`src/rtl/multicycle_ctrl.sv`:
```
// rtl/multicycle_ctrl.sv - multi-cycle FETCH/DECODE/EXEC/MEM/WB sequencer for the reduced RISC-V datapath
module multicycle_ctrl #(
  parameter int RET_WIDTH = 32
) (
  input  logic                 clk,
  input  logic                 rst,
  input  logic                 run,
  input  logic [31:0]          instr,
  input  logic                 EQ,
  input  logic                 imem_ack,
  input  logic                 dmem_ack,
  output logic                 imem_req,
  output logic                 dmem_req,
  output logic                 dmem_we,
  output logic                 IRWrite,
  output logic                 PCWrite,
  output logic                 PCsrc,
  output logic                 RegWrite,
  output logic                 ResultSrc,
  output logic                 ALUsrc,
  output logic [2:0]           ALUctrl,
  output logic [1:0]           ImmSrc,
  output logic                 halted,
  output logic [2:0]           state,
  output logic [RET_WIDTH-1:0] instret
);

  typedef enum logic [2:0] {
    S_FETCH  = 3'd0,
    S_DECODE = 3'd1,
    S_EXEC   = 3'd2,
    S_MEM    = 3'd3,
    S_WB     = 3'd4,
    S_HALT   = 3'd7
  } state_t;

  localparam logic [2:0] ALU_ADD = 3'b000;
  localparam logic [2:0] ALU_SUB = 3'b001;
  localparam logic [2:0] ALU_AND = 3'b010;
  localparam logic [2:0] ALU_OR  = 3'b011;

  state_t cur;

  logic [6:0] opcode;
  logic [2:0] funct3;
  logic [6:0] funct7;
  logic       is_addi, is_rtype, is_lw, is_sw, is_beq, is_bne, is_branch, is_legal;
  logic [2:0] alu_op;
  logic       retire;
  logic       unused_instr_bits;

  assign opcode = instr[6:0];
  assign funct3 = instr[14:12];
  assign funct7 = instr[31:25];
  // Register indices and immediates belong to the datapath, not the sequencer.
  assign unused_instr_bits = ^{instr[24:15], instr[11:7]};

  // Classify the held instruction; anything unrecognised is illegal and traps in DECODE.
  always_comb begin
    is_addi   = (opcode == 7'b0010011) && (funct3 == 3'b000);
    is_rtype  = (opcode == 7'b0110011) &&
                (((funct3 == 3'b000) && ((funct7 == 7'b0000000) || (funct7 == 7'b0100000))) ||
                 (funct3 == 3'b111) || (funct3 == 3'b110));
    is_lw     = (opcode == 7'b0000011) && (funct3 == 3'b010);
    is_sw     = (opcode == 7'b0100011) && (funct3 == 3'b010);
    is_beq    = (opcode == 7'b1100011) && (funct3 == 3'b000);
    is_bne    = (opcode == 7'b1100011) && (funct3 == 3'b001);
    is_branch = is_beq || is_bne;
    is_legal  = is_addi || is_rtype || is_lw || is_sw || is_branch;
  end

  // ALU operation for addi / R-type / load-store address generation.
  always_comb begin
    alu_op = ALU_ADD;
    if (is_rtype) begin
      case (funct3)
        3'b000:  alu_op = funct7[5] ? ALU_SUB : ALU_ADD;
        3'b111:  alu_op = ALU_AND;
        default: alu_op = ALU_OR;
      endcase
    end
  end

  // Decode datapath controls from the current state and the held instruction.
  always_comb begin
    imem_req  = 1'b0;
    dmem_req  = 1'b0;
    dmem_we   = 1'b0;
    IRWrite   = 1'b0;
    PCWrite   = 1'b0;
    PCsrc     = 1'b0;
    RegWrite  = 1'b0;
    ResultSrc = 1'b0;
    ALUsrc    = 1'b0;
    ALUctrl   = ALU_ADD;
    ImmSrc    = 2'b00;
    halted    = 1'b0;
    case (cur)
      S_FETCH: begin
        imem_req = run;
        // Gated by reset so an ack arriving during reset cannot latch the IR.
        IRWrite  = rst && run && imem_ack;
      end
      S_EXEC: begin
        if (is_branch) begin
          ALUctrl = ALU_SUB;
          ImmSrc  = 2'b10;
          PCWrite = 1'b1;
          PCsrc   = is_beq ? EQ : ~EQ;
        end else begin
          ALUsrc  = is_addi || is_lw || is_sw;
          ALUctrl = alu_op;
          ImmSrc  = is_sw ? 2'b01 : 2'b00;
        end
      end
      S_MEM: begin
        dmem_req = 1'b1;
        dmem_we  = is_sw;
        ALUsrc   = 1'b1;
        ALUctrl  = ALU_ADD;
        ImmSrc   = is_sw ? 2'b01 : 2'b00;
        PCWrite  = dmem_ack && is_sw;
      end
      S_WB: begin
        RegWrite  = 1'b1;
        PCWrite   = 1'b1;
        ResultSrc = is_lw;
        if (is_addi || is_rtype) begin
          ALUsrc  = is_addi;
          ALUctrl = alu_op;
        end
      end
      S_HALT: halted = 1'b1;
      default: ;
    endcase
  end

  assign retire = ((cur == S_EXEC) && is_branch) ||
                  ((cur == S_MEM) && dmem_ack && is_sw) ||
                  (cur == S_WB);

  assign state = cur;

  // Sequencer state transitions; undefined encodings trap like an illegal instruction.
  always_ff @(posedge clk or negedge rst) begin
    if (!rst) begin
      cur <= S_FETCH;
    end else begin
      case (cur)
        S_FETCH:  if (run && imem_ack) cur <= S_DECODE;
        S_DECODE: cur <= is_legal ? S_EXEC : S_HALT;
        S_EXEC: begin
          if (is_branch)                cur <= S_FETCH;
          else if (is_lw || is_sw)      cur <= S_MEM;
          else if (is_addi || is_rtype) cur <= S_WB;
          else                          cur <= S_HALT;
        end
        S_MEM: begin
          if (dmem_ack) begin
            if (is_sw)      cur <= S_FETCH;
            else if (is_lw) cur <= S_WB;
            else            cur <= S_HALT;
          end
        end
        S_WB:     cur <= S_FETCH;
        S_HALT:   cur <= S_HALT;
        default:  cur <= S_HALT;
      endcase
    end
  end

  // Retired-instruction counter, wraps naturally.
  always_ff @(posedge clk or negedge rst) begin
    if (!rst) begin
      instret <= '0;
    end else if (retire) begin
      instret <= instret + {{(RET_WIDTH-1){1'b0}}, 1'b1};
    end
  end

endmodule

```
`config.mk`:
```
export PLATFORM = sky130hd
export DESIGN_NAME = multicycle_ctrl
export DESIGN_NICKNAME = d
export VERILOG_FILES = /design/src/rtl/multicycle_ctrl.sv
export SDC_FILE = /design/constraint.sdc
export NUM_CORES = 1
export LEC_CHECK = 0
export BUFFER_PORTS_ARGS = -buffer_cell sky130_fd_sc_hd__buf_4
export CORE_ASPECT_RATIO = 1.25
export CORE_UTILIZATION = 49
export CTS_CLUSTER_SIZE = 16
export DETAILED_ROUTE_END_ITERATION = 7
export GPL_TIMING_DRIVEN = 0
export PLACE_DENSITY = 0.81
export SKIP_CTS_REPAIR_TIMING = 1
export SYNTH_ARGS = -nofsm -noshare
export SYNTH_HDL_FRONTEND = slang
export SYNTH_SLANG_ARGS = --single-unit
```
`constraint.sdc`:
```
create_clock -name clk -period 2.9 [get_ports clk]
set_clock_uncertainty 0.15 [all_clocks]
set_input_delay 0.145 -clock clk [delete_from_list [all_inputs] [get_ports clk]]
set_output_delay 0.145 -clock clk [all_outputs]
set_load 0.02 [all_outputs]
```
==> results.md <==
- Cells after synthesis: 224
- Final Max Tran Viols: 0
- Die span in x: 61.71 um
- Kind of cell adding the most delay to the critical path: buffers and inverters
- Area Growth Syn to Fin: 31.81%
- Share of cells above drive strength 1: 32.57%
- HPWL Detailed: 4017 um
- # rows: 26
- Syn Std Cell Area: 2183 um^2
- Hold/Removal Path Class: input pin to flop
- Final Power: 886.3 uW
- ANT nets after route: 0
- Max transition margin: 63.83%
- Vias after detailed routing: 2074
- Synth Area in XOR/XNOR: 12.84%
- First-pass iteration count of the detailed router: 5
- CP endpoint kind: output port
- IO buf count: 71
- CP Class: flop to output port
- Placed Area: 2786 um^2
- Crit Path Max Fanout: 10
- Post-synth cell types: 46
- Post-synthesis compound-gate area fraction: 19.26%
- Crit-path cells: clkbuf_1 -> nand2_1 -> buf_2 -> clkbuf_1 -> nor3_1 -> buf_4
- Ys Warns: 0
- Most frequent cells in the layout: buf_4, dfrtp_1, xor2_1
- CP max stage cell: dfrtp_1
- Max Root-Sink Buffers: 2
- Number of setup violations in the final report: 0
- Gr ovfl total: 0
- First-pass GRT wire length: 9542 um
- Async S/R FF share, synth: 100.0%
- Crit start category: flop
- VDD IR max: 0.0002321 V
- Buf/Inv on CP: 4
- Largest net degree at the start of global routing: 37
- Overall routing resource usage: 26.16%
- Vias per inst: 5.761
- Final GP Congestion: 0.8956
- Final core utilization: 69.11%
- Final TNS setup: 0 ns
- Mean post-synth cell area: 9.747 um^2
- Ys flop type: dfrtp_1
- Core ar.: 4164 um^2
- EDFF count, synth: 0
- Leak pwr: 0.001060 uW
- H-tree depth: 2
- Final hold violations: 1
- Clk Latency, worst-skew pair: 0.29 ns
- Crit-path most repeated cell: clkbuf_1
- Seq/Total Area, Yosys: 40.11%
- CTS tree: done
- Die height: 76.63 um
- Violated checks: hold timing
- Worst EP arrival: 2.29 ns
- Die area: 4728 um^2
- Total of max-cap violations: 0
- Pin slew with the least headroom to its limit: 0.5384 ns
- Commonest non-fill, non-tap cell in the layout: buf_4
- Diodes inserted: 0
- DRC: 0
- Nets: 342
- Outcome: finished, violations left
- Inserted Clock Buffers: 5
- Yosys reg bits: 35
- Largest family of logic cells by synthesized area: simple AND/OR/NAND/NOR gates
- Min Tclk post-route: 2.586 ns
- Clock root buffer: clkbuf_8
- Final period util: 89.16%
- Crit path required time: 2.61 ns
- Maximum clock frequency: 386.7 MHz
- Adder-cell share of the synthesized area: 0.5731%
- Initial antenna violation count: 0
- Final Instance Area: 2878 um^2
- Cell Pwr Density: 308.0 nW/um^2
- DR iter-0 viols: 134
- Vias in the first global route: 2031
- RSZ-0062 raised after global routing: no
- Clock transition at the registers of the reported paths: 0.07 ns
- Mux cell area share after synthesis: 0.5158%
- Worst path max stage delay: 0.37 ns
- Simple-Gate Fraction of Synth Area: 22.29%
- Hold_ws: -0.001530 ns
- Initial Util: 52.43%
- Post-Route WL: 5541 um
- Syn nets: 263
- Io pins: 88
- Routed len/inst: 15.39 um
- CTS sink cnt: 35
## cell usage after synthesis, types with 2 or more instances
library cell  count  share of area [%]
o21ai_0           4               0.92
a21oi_1          12                2.8
xnor2_1           3                1.2
xor2_1           29                 12
a2111oi_2        12                8.3
clkbuf_1          5               0.86
buf_1             2               0.34
and3_1            5                1.4
nand3_1          12                2.8
nor3_1            4               0.92
nand2_1          21                3.6
a31oi_1           4                1.1
buf_4             2               0.69
o31a_1            2               0.80
nor4b_2           2                1.4
dfrtp_1          35                 40
nor4_1            2               0.57
and4_1            2               0.80
nor2_1           11                1.9
nand4_1          13                3.7
inv_1             8                1.4
a211oi_1          9                3.1
nand3b_1          2               0.69
## layout make-up
type	count	area, um^2
inverters	8	30.03
repair buffers	72	543.0
multi-input cells	169	1215
plain buffers	12	62.56
fillers	349	1286
flip-flops and latches	35	875.8
clock inverters	1	5.005
clock buffers	7	76.32
well taps	56	70.07
## state kept, by name, indices dropped and copies added (netlist names)
register  cells
instret      32
state         3
## logic make-up after synthesis
logic type,count (synthesis)
buffers and inverters,20
flip-flops,35
other,1
XOR/XNOR,32
AND/OR/NAND/NOR,86
AO/OA/AOI/OAI,48
multiplexers,1
adder cells (fa/ha/maj),1
## metrics by stage
stage,setup WS (ns),instances
global route,0.1262,360
detailed placement,0.5619,351
finish,0.3142,360
global placement,0.5768,351
floorplan,0.6064,224
CTS,0.3295,359
## path summary, 6_finish.rpt
kind | start | endpoint | slack, ns | cells after the start
max in group asynchronous | rst | instret[21]$_DFFE_PN0P_ | 2.10 | 2
min | dmem_ack | state[2]$_DFFE_PN0P_ | -0.002 | 2
min in group asynchronous | rst | state[0]$_DFFE_PN0P_ | 0.19 | 2
max reg2reg | instret[2]$_DFFE_PN0P_ | instret[26]$_DFFE_PN0P_ | 0.53 | 5
min reg2reg | instret[31]$_DFFE_PN0P_ | instret[31]$_DFFE_PN0P_ | 0.32 | 1
max | state[2]$_DFFE_PN0P_ | ResultSrc | 0.31 | 6
## layer usage
layer	track usage, %	up-vias	part of all wire (%)
met5	0	-	0
met4	8.000	0	1.7
met3	3.565	9	4.7
met2	42.69	70	51
met1	35.05	1005	43
li1	-	990	-
## power breakdown
part	internal, uW	switching [uW]	total, uW
clock	169	178	347
sequential	488	0.000113	488
combinational	26.4	25.2	51.6
Note: power is estimated with default switching activity, not from simulation.
